### config.mk
export PLATFORM = sky130hd
export DESIGN_NAME = pll_sequencer
export DESIGN_NICKNAME = d
export VERILOG_FILES = /design/src/rtl/pll_seq_pkg.sv /design/src/rtl/sync_2ff.sv /design/src/rtl/pll_sequencer.sv
export SDC_FILE = /design/constraint.sdc
export NUM_CORES = 1
export LEC_CHECK = 0
export ABC_AREA = 1
export CAP_MARGIN = 20
export CORE_MARGIN = 8
export CORE_UTILIZATION = 55
export CTS_CLUSTER_DIAMETER = 60
export DETAILED_ROUTE_END_ITERATION = 10
export GPL_ROUTABILITY_DRIVEN = 0
export PLACE_DENSITY = 0.86
export SLEW_MARGIN = 10
export SYNTH_ARGS = -nofsm -noshare
export SYNTH_HDL_FRONTEND = slang
export SYNTH_HIERARCHICAL = 1
export SYNTH_SLANG_ARGS = --single-unit
### constraint.sdc
create_clock -name CLKIN -period 4.25 [get_ports CLKIN]
set_input_delay 0.85 -clock CLKIN [delete_from_list [all_inputs] [get_ports CLKIN]]
set_output_delay 0.85 -clock CLKIN [all_outputs]
set_load 0.02 [all_outputs]
### src/rtl/pll_seq_pkg.sv
// pll_seq_pkg: shared state encoding, select width and select bundle
// for the rPLL sequencer.
package pll_seq_pkg;

    localparam int PLL_SEL_W = 6;

    typedef enum logic [2:0] {
        S_RST    = 3'd0,
        S_WAIT   = 3'd1,
        S_STABLE = 3'd2,
        S_RUN    = 3'd3,
        S_FAULT  = 3'd4
    } state_t;

    typedef struct packed {
        logic [PLL_SEL_W-1:0] idsel;
        logic [PLL_SEL_W-1:0] fbdsel;
        logic [PLL_SEL_W-1:0] odsel;
    } pll_sel_t;

    function automatic int max3(input int a, input int b, input int c);
        int m;
        m = (a > b) ? a : b;
        return (m > c) ? m : c;
    endfunction

endpackage

### src/rtl/sync_2ff.sv
// sync_2ff: generic two-flop synchroniser, asynchronous reset to 0.
// Used to bring the raw PLL lock into the reference clock domain.
module sync_2ff #(
    parameter int W = 1
) (
    input  logic         clk,
    input  logic         rst,
    input  logic [W-1:0] d,
    output logic [W-1:0] q
);

    logic [W-1:0] meta;

    // two back-to-back flops; only q is safe to use
    always_ff @(posedge clk or posedge rst) begin
        if (rst) begin
            meta <= '0;
            q    <= '0;
        end else begin
            meta <= d;
            q    <= meta;
        end
    end

endmodule

### src/rtl/pll_sequencer.sv
// pll_sequencer: resets one rPLL, drives its divider selects, qualifies
// lock, retries and faults. Optional: PLL_SEQ_AUTO_RELOCK_EN.
module pll_sequencer
    import pll_seq_pkg::*;
#(
    parameter int RESET_CYCLES = 16,
    parameter int LOCK_STABLE  = 1024,
    parameter int LOCK_TIMEOUT = 65536,
    parameter int MAX_RETRY    = 3,
    parameter logic [PLL_SEL_W-1:0] DEF_IDSEL  = 6'd0,
    parameter logic [PLL_SEL_W-1:0] DEF_FBDSEL = 6'd0,
    parameter logic [PLL_SEL_W-1:0] DEF_ODSEL  = 6'd0
) (
    input  logic                 CLKIN,
    input  logic                 RESET,
    input  logic                 cfg_req,
    input  logic [PLL_SEL_W-1:0] cfg_idsel,
    input  logic [PLL_SEL_W-1:0] cfg_fbdsel,
    input  logic [PLL_SEL_W-1:0] cfg_odsel,
    output logic                 cfg_ack,
    input  logic                 pll_lock,
    output logic                 pll_reset,
    output logic [PLL_SEL_W-1:0] pll_idsel,
    output logic [PLL_SEL_W-1:0] pll_fbdsel,
    output logic [PLL_SEL_W-1:0] pll_odsel,
    output logic                 locked,
    output logic                 sys_reset,
    output logic                 fault,
    output logic [3:0]           retry_cnt
);

    localparam int CNT_W =
        $clog2(max3(RESET_CYCLES, LOCK_STABLE, LOCK_TIMEOUT) + 1);
    localparam logic [CNT_W-1:0] ONE      = CNT_W'(1);
    localparam logic [CNT_W-1:0] RST_LAST = CNT_W'(RESET_CYCLES - 1);
    localparam logic [CNT_W-1:0] STB_DONE = CNT_W'(LOCK_STABLE);
    localparam logic [CNT_W-1:0] TMO_LAST = CNT_W'(LOCK_TIMEOUT - 1);
    localparam logic [3:0]       RTY_LIM  = 4'(MAX_RETRY);
    localparam pll_sel_t DEF_SEL = '{
        idsel:  DEF_IDSEL,
        fbdsel: DEF_FBDSEL,
        odsel:  DEF_ODSEL
    };

    state_t           state;
    logic [CNT_W-1:0] cnt;
    logic [CNT_W-1:0] stab;
    logic [3:0]       retry_next;
    pll_sel_t         sel;
    logic             lock_s;
    logic             accept;

    sync_2ff #(.W(1)) u_lock_sync (
        .clk (CLKIN),
        .rst (RESET),
        .d   (pll_lock),
        .q   (lock_s)
    );

    function automatic logic [CNT_W-1:0] sat_inc(input logic [CNT_W-1:0] v);
        return (v == '1) ? v : v + ONE;
    endfunction

    assign accept     = cfg_req && (state == S_RUN || state == S_FAULT);
    assign retry_next = retry_cnt + 4'd1;
    assign pll_idsel  = sel.idsel;
    assign pll_fbdsel = sel.fbdsel;
    assign pll_odsel  = sel.odsel;

    // sequencer: reset hold, lock qualification, retry/fault, reconfig
    always_ff @(posedge CLKIN or posedge RESET) begin
        if (RESET) begin
            state     <= S_RST;
            cnt       <= '0;
            stab      <= '0;
            sel       <= DEF_SEL;
            pll_reset <= 1'b1;
            sys_reset <= 1'b1;
            locked    <= 1'b0;
            fault     <= 1'b0;
            cfg_ack   <= 1'b0;
            retry_cnt <= 4'd0;
        end else begin
            cfg_ack <= 1'b0;
            if (accept) begin
                sel       <= '{idsel: cfg_idsel, fbdsel: cfg_fbdsel,
                               odsel: cfg_odsel};
                cfg_ack   <= 1'b1;
                retry_cnt <= 4'd0;
                fault     <= 1'b0;
                state     <= S_RST;
                cnt       <= '0;
                stab      <= '0;
                pll_reset <= 1'b1;
                sys_reset <= 1'b1;
                locked    <= 1'b0;
            end else begin
                unique case (state)
                    S_RST: begin
                        if (cnt == RST_LAST) begin
                            cnt       <= '0;
                            state     <= S_WAIT;
                            pll_reset <= 1'b0;
                        end else begin
                            cnt <= sat_inc(cnt);
                        end
                    end
                    S_WAIT, S_STABLE: begin
                        cnt <= sat_inc(cnt);
                        if (state == S_STABLE && lock_s
                            && stab == STB_DONE) begin
                            // completion beats a coincident timeout
                            state     <= S_RUN;
                            locked    <= 1'b1;
                            sys_reset <= 1'b0;
                            cnt       <= '0;
                            stab      <= '0;
                        end else if (cnt == TMO_LAST) begin
                            retry_cnt <= retry_next;
                            cnt       <= '0;
                            stab      <= '0;
                            pll_reset <= 1'b1;
                            if (retry_next == RTY_LIM) begin
                                state <= S_FAULT;
                                fault <= 1'b1;
                            end else begin
                                state <= S_RST;
                            end
                        end else if (lock_s) begin
                            state <= S_STABLE;
                            stab  <= (state == S_STABLE) ? sat_inc(stab) : ONE;
                        end else begin
                            state <= S_WAIT;
                            stab  <= '0;
                        end
                    end
                    S_RUN: begin
`ifdef PLL_SEQ_AUTO_RELOCK_EN
                        if (!lock_s) begin
                            state     <= S_RST;
                            cnt       <= '0;
                            locked    <= 1'b0;
                            sys_reset <= 1'b1;
                            pll_reset <= 1'b1;
                            retry_cnt <= 4'd0;
                        end
`else
                        locked <= lock_s;
`endif
                    end
                    default: begin
                    end
                endcase
            end
        end
    end

endmodule

# Word level (Yosys, flattened, before mapping)
# Cells that the tools add are included.
op_classes:
  n_addsub: 3
  n_eq_ne: 16
  n_mux: 41
  reduce_logical: 19
op_table:
  columns: ["operator", "count"]
  rows:
  - ["$mux 17", 12]
  - ["$add 17x1->17 const B", 2]
  - ["$eq 17x17->1 const B", 2]
  - ["$pmux 17 s2", 1]
  - ["$eq 17x11->1 const B", 1]
  - ["$eq 17x16->1 const B", 1]
  - ["$eq 17x4->1 const B", 1]
  - ["$mux 4", 4]
  - ["$mux 1", 15]
  - ["$mux 3", 5]
  - ["$ne 3x3->1 const B", 4]
  - ["$reduce_and 2->1", 4]
  - ["$reduce_and 4->1", 2]
  - ["$reduce_bool 2->1", 4]
  - ["$eq 3x2->1 const B", 2]
  - ["$ne 6x6->1 const B", 1]
  - ["$pmux 3 s2", 1]
  - ["$reduce_bool 3->1", 2]
  - ["$add 4x1->4 const B", 1]
  - ["$eq 4x2->1 const B", 1]
  - ["$pmux 1 s2", 2]
  - ["$eq 3x1->1 const B", 1]
  - ["$eq 3x3->1 const B", 1]
  - ["$logic_and 1x1->1", 3]
  - ["6 further kinds", 6]
totals:
  reg_bits: 66
  input_bits: 22
  out_inout_bits: 27
  word_cells: 93

# Longest topological paths before layout
# Gate-level depths: netlist of the first run.
depth:
  depth_word: 8
  ltp_mapped: 15
  ltp_nobuf: 14

# By module
# The synthesis of the first run kept the hierarchy.
modules_own_cells:
  columns: ["module", "instances", "cells_per_inst", "area_per_inst_um2", "seq_area_each_um2"]
  rows:
  - ["pll_sequencer", 1, 531, 3836.2, 1604.0]
  - ["sync_2ff", 1, 3, 53.8, 50.0]

# Worst setup path before layout of the first run
# Ideal clock, no wire load.
synth_path:
  path_type: "reg2reg"
  start: "reg stab[1]"
  end: "reg stab[0]"
  setup_time_ps: 118
  arrival_ps: 2192
  path_slack_ps: 1940
  stages_incl_launch_ff: 16
  n_path_buf: 1
  path_cell_list: "dfrtp_1 -> ha_1 -> nand2_1 -> nor2_2 -> nand2_1 -> nor2_2 -> nand4_1 -> nor4_1 -> ha_1 -> inv_1 -> nor2_1 -> nand2_4 -> o21a_4 -> buf_6 -> nand2_1 -> o21ai_2"
synth_between:
  elab_chain_cells: 5
  elab_cells_between_ends: 8
  classes_between: "eq/ne (3); mux (3); reduce/logical (2)"
synth_rtl:
  columns: ["element", "line", "source"]
  rows:
  - ["start, declared", "pll_sequencer.sv:47", "logic [CNT_W-1:0] stab;"]
  - ["start signal, assigned", "pll_sequencer.sv:131", "stab <= (state == S_STABLE) ? sat_inc(stab) : ONE;"]
  - ["$eq 17x11->1", "pll_sequencer.sv:111", "&& stab == STB_DONE) begin"]
  - ["$logic_and 1x1->1", "pll_sequencer.sv:111", null]
  - ["$mux 17", "pll_sequencer.sv:110", "if (state == S_STABLE && lock_s"]
  - ["$mux 17", "pll_sequencer.sv:98", "unique case (state)"]
  - ["$mux 17", "pll_sequencer.sv:85", "if (accept) begin"]
# Several ways; a longest one is shown, not always the timed one. The select of a mux whose other input is x is not followed.
# A chain may end at the register's enable or synchronous reset.

# Final worst setup path of the first run
layout_path:
  start: "reg stab[1]"
  end: "reg stab[1]"
layout_between:
  elab_chain_cells: 8
  elab_cells_between_ends: 13
  classes_between: "add/sub (1); eq/ne (3); mux (7); reduce/logical (2)"
layout_rtl:
  columns: ["element", "line", "source"]
  rows:
  - ["$add 17x1->17", "pll_sequencer.sv:61", "return (v == '1) ? v : v + ONE;"]
  - ["$mux 17", "pll_sequencer.sv:61", null]
  - ["$mux 17", "pll_sequencer.sv:131", null]
  - ["$mux 17", "pll_sequencer.sv:129", "end else if (lock_s) begin"]
  - ["$mux 17", "pll_sequencer.sv:118", "end else if (cnt == TMO_LAST) begin"]
  - ["$mux 17", "pll_sequencer.sv:110", null]
  - ["$mux 17", "pll_sequencer.sv:98", null]
  - ["$mux 17", "pll_sequencer.sv:85", null]
# Several ways; a longest one is shown, not always the timed one. The select of a mux whose other input is x is not followed.

==> impl_metrics.ini, run 1 <==
[drt]
vias = 3668
viasPerCell = 5.37
wl_per_cell_um = 13.9
drtAntennaViolNets = 0
first_pass_iters = 5
routed_wl_um = 9490
drc = 0
dr.first_iter.drc_count = 244

[timing]
finalSetupViolCount = 0
skew_ps = 10.8
rsz0062_at_grt = no
fin_ws_ps = 1430
max_freq_ghz = 0.354
finalSetupTns_ps = 0
post-route-min-period_ps = 2820
maxSlewHeadroom = 0.428
period_share = 0.664
maxSlewViolCount = 0
finalHoldViolations = 0
worst_pin_slew_ps = 857

[critical_path]
critPathKind = reg2reg
slowest_stage = o21ai_4
cp.arrival_ps = 3030
critPathMaxStageDelay_ps = 440
critPathRequiredTime_ps = 4460
cp-end-kind = flip-flop
cp_max_fo = 22
start_kind = flip-flop
path_cells = ha_1 > nand2_1 > nor2_2 > nand2_1 > nor2_2 > nand4_1 > nor4_1 > ha_1 > inv_1 > nor2_1 > nand2_4 > o21ai_4 > o21ai_1

[run_status]
status = complete, no violations

[die]
io_pins = 49
core_mm2 = 0.00683
die_h_um = 100
start_util = 0.569
rows = 30
die_area_mm2 = 0.0100
die_x_um = 100

[synth]
synth_cells = 534
async_flop_share = 1.00
synth_cell_type_count = 40
syn_area_per_cell_um2 = 7.28
synth_top_area_frac = 0.412
synth_top_cell_by_area = dfrtp_1
synthTopCellsByCount = nand2_1, dfrtp_1, nor2_1
yosysMostFrequentCell = nand2_1
synth_seq_cells = 66
synth-warning-count = 6
synth_edf_count = 0
seq_area_frac_synth = 0.425
synth_ff_type = dfrtp_1
syn_nets = 562
synth_area_mm2 = 0.00389
synthTopCellsByArea = dfrtp_1, nand2_1, nand3_1

[global_route]
overflow = 0
grt_max_degree = 42
grt_pass1_vias = 3625
grt_usage = 0.202
grt_pass1_wl_um = 16400
antenna_found_initial = 0

[job]
cap_violations = 0

[place]
portBuffers = 48
place_ws_ps = 1400
dp_hpwl_um = 6820

[cells_and_area]
fillers = 573
layout-drive-gt1-share = 0.0886
area_growth_pct = 19.7
nets = 610
antenna_cells = 0

[pwr]
ir_drop_mv = 0.394
pwr_density_cell_mw_per_mm2 = 517
p_leak_nw = 2.12

[cts]
clock_latency_ps = 350
cts.repair.resized = 0
cts_inserted_buffers = 9
clockBufferDepth = 2
path_clk_slew_ps = 70
htreeDepth = 3
cts_root_buffer = clkbuf_8
cts_tree = yes
clkSinkCount = 66
cts_setup_buffers = 0
cts_hold_buf = 0

[hold_path]
hold_path.class = reg2reg
==> where the power goes <==
group / switching [mW] / total [mW] / internal (mW)
Clock: 0.255 / 0.602 / 0.347
Combinational: 0.601 / 0.950 / 0.349
Sequential: 0.0929 / 0.853 / 0.760
Total: 0.948 / 2.40 / 1.46
==> path summary, 6_finish.rpt <==
path	startpoint	end	slack (ps)	depth (start not counted)
setup / recovery	stab[1]	stab[1]	1430	13
hold / removal	u_lock_sync/meta	u_lock_sync/q	380	0
setup reg to reg	stab[1]	stab[1]	1430	13
hold reg to reg	u_lock_sync/meta	u_lock_sync/q	380	0
max in group asynchronous	RESET	pll_reset	2340	3
min in group asynchronous	RESET	u_lock_sync/q	700	2
==> flip-flops by register name (all words and copies together), names as in the netlist, 3 cells and up <==
name and flops:
cnt 17, state 3, pll_idsel 6, retry_cnt 4, pll_odsel 6, stab 17, pll_fbdsel 6
==> per-stage QoR <==
step / util / power, mW / hold WS (ps) / area (um^2) / cells
floorplan: - / 1.50 / 331 / 3890 / 534
global placement: 0.648 / 1.77 / 332 / 4430 / 667
detailed placement: 0.648 / 1.80 / 353 / 4430 / 667
CTS: 0.681 / 2.42 / 365 / 4650 / 683
global route: 0.681 / 2.55 / 370 / 4650 / 683
finish: 0.681 / 2.40 / 376 / 4650 / 683
==> cell usage in the layout, fill, tap and decap left out, types with 2 or more instances in the layout <==
cell type	n
o31ai_1	3
dfrtp_1	64
o21ai_2	2
nor2_4	2
a21oi_1	5
ha_1	6
bufinv_16	2
nor2_2	6
clkinv_4	2
inv_1	43
xnor2_1	2
dfstp_2	2
o21ai_1	13
xor2_1	10
nand2_2	5
nand2_1	178
nor3_1	11
inv_2	6
nand2_4	2
clkbuf_8	10
o21bai_1	2
nor2_1	63
nand4_1	17
nand3_1	48
o21ai_0	17
nor3_2	2
clkdlybuf4s50_1	48
==> kinds of logic after synthesis <==
kind of cell,Yosys count,share of synthesized area
AOI/OAI and AO/OA,47,0.0756
xor gates and xnor gates,12,0.0270
adders and majority gates,6,0.0193
buffers and inverters,63,0.0688
DFF,66,0.425
and+or+nand+nor,340,0.384
==> worst max-delay path: cells and delay by family (launching register included) <==
kind            cells  cell delay, ps
compound gates      2             600
buf+inv             1              40
flops               1             400
fa+ha+maj           2             460
simple gates        8            1190
==> routing by layer <==
| metal | wire length (um) | GRT usage | share of wire |
|---|---|---|---|
| met1 | 4110 | 0.236 | 0.43 |
| met2 | 4580 | 0.342 | 0.48 |
| met3 | 664 | 0.0602 | 0.070 |
| met4 | 139 | 0.0709 | 0.015 |
| met5 | 0 | 0 | 0 |
==> final cells by class <==
type,instances,area (um^2),area share
Sequential cell,66,1650,0.355
Timing Repair Buffer,49,488,0.105
Clock inverter,6,90.1,0.0194
Tap cell,96,120,0.0258
Multi-Input combinational cell,405,1970,0.423
Inverter,51,196,0.0422
Clock buffer,10,138,0.0296
Note: power is estimated with default switching activity, not from simulation.
==> run 2, diff against run 1 <==
- clock period: 4.25 -> 2.8 ns (I/O delays scaled with it)
==> impl_metrics.ini, run 2 (synthesis results as in run 1) <==
[global_route]
grt_pass1_vias = 3640
antenna_found_initial = 0
grt_usage = 0.209
grt_pass1_wl_um = 16800
grt_max_degree = 41
overflow = 0

[timing]
skew_ps = 12.6
period_share = 0.920
max_freq_ghz = 0.388
finalSetupViolCount = 0
maxSlewViolCount = 0
finalHoldViolations = 0
finalSetupTns_ps = 0
maxSlewHeadroom = 0.644
post-route-min-period_ps = 2580
worst_pin_slew_ps = 533

[cells_and_area]
fillers = 561
layout_commonest_cell = nand2_1
seqCellArea_mm2 = 0.00165
reg_top3 = cnt x17, stab x17
layout_common_cells = nand2_1, dfrtp_1, nor2_1
utilization = 0.688
multi_input_area_mm2 = 0.00199
layout-drive-gt1-share = 0.0978
nets = 616
area_growth_pct = 20.9
antenna_cells = 0

[cts]
clkSinkCount = 66
cts_tree = yes
path_clk_slew_ps = 70
cts_root_buffer = clkbuf_8
clockBufferDepth = 2
cts_inserted_buffers = 9
htreeDepth = 3
clock_latency_ps = 350

[pwr]
p_leak_nw = 2.13
ir_drop_mv = 0.501
pwr_density_cell_mw_per_mm2 = 765

[drt]
drt-met1-wl_um = 3940
vias = 3746
routed_wl_um = 9610
wl_met2_um = 4680
viasPerCell = 5.44
wl_per_cell_um = 13.9
dr.first_iter.drc_count = 265
drtAntennaViolNets = 0
drc = 0
wl_met3_um = 801
top_layer = met4
first_pass_iters = 5

[critical_path]
critPathKind = reg2reg
cp_max_fo = 16
slowest_stage = dfrtp_1
cp_common_cell = nand2_1
path_cells = ha_2 > nand2_1 > nor2_4 > nand2_1 > nor2_4 > nand4_1 > nor4_2 > ha_1 > inv_1 > nor2_1 > nand2_4 > o21ai_4 > buf_12 > nand2_1 > o21ai_1
start_kind = flip-flop
cp.arrival_ps = 2850
critPathMaxStageDelay_ps = 400
critPathRequiredTime_ps = 3070
r2r_slack_ps = 220
cp-end-kind = flip-flop

[die]
die_area_mm2 = 0.0100
core_mm2 = 0.00683
start_util = 0.569
die_x_um = 100
die_h_um = 100
rows = 30
io_pins = 49

[job]
cap_violations = 0

[hold_path]
hold_path.class = reg2reg

[run_status]
status = complete, no violations

[place]
portBuffers = 48
dp_hpwl_um = 7090
## run 2: final cells by class
| class | count | area share |
|---|---|---|
| multi-input combinational | 405 | 0.423 |
| sequential | 66 | 0.352 |
| timing repair buffer | 55 | 0.119 |
| clock inverter | 5 | 0.0117 |
| inverter | 51 | 0.0418 |
| clock buffer | 11 | 0.0279 |
| tap | 96 | 0.0255 |
## run 2: layer usage
metal,up-vias,track usage
met5,-,0
met4,0,0.0849
met3,21,0.0678
met2,151,0.339
met1,1753,0.249
li1,1821,-
## run 2: worst paths after layout
| path | startpoint | end | depth (start not counted) |
|---|---|---|---|
| max in group asynchronous | RESET | sys_reset | 3 |
| min | u_lock_sync/meta | u_lock_sync/q | 0 |
| min in group asynchronous | RESET | u_lock_sync/meta | 2 |
| min reg2reg | u_lock_sync/meta | u_lock_sync/q | 0 |
| max | stab[1] | stab[3] | 15 |
| max reg2reg | stab[1] | stab[3] | 15 |
## run 2: critical path, delay by kind of cell, from the launching register on
kind | cells | cell delay [ps]
adder cells (fa/ha/maj) | 2 | 420
AO/OA/AOI/OAI | 2 | 290
flip-flops | 1 | 400
AND/OR/NAND/NOR | 9 | 1170
buffers and inverters | 2 | 210
## run 2: per-stage QoR
step | hold slack [ps] | cell area (um^2) | setup WS, ps | cells | power (mW)
final | 367 | 4700 | 223 | 689 | 3.60
after global placement | 333 | 4480 | 314 | 671 | 2.75
after CTS | 373 | 4670 | 128 | 687 | 3.59
after floorplan | 301 | 3890 | 490 | 534 | 2.28
after global routing | 382 | 4700 | -13.5 | 689 | 3.84
after detailed placement | 354 | 4480 | 156 | 671 | 2.81
## run 2: power by group
part           switching, mW  total, mW  leakage [nW]  internal, mW
clock                  0.367      0.776        0.0893         0.408
combinational          0.918       1.53          1.17         0.609
sequential             0.140       1.29         0.872          1.15
total                   1.43       3.60          2.13          2.17
## run 2: repair_timing
item	in CTS	in global routing
resized for setup	0	4
setup endpoints to repair	0	17
setup buffers	0	2
hold buffers	0	0
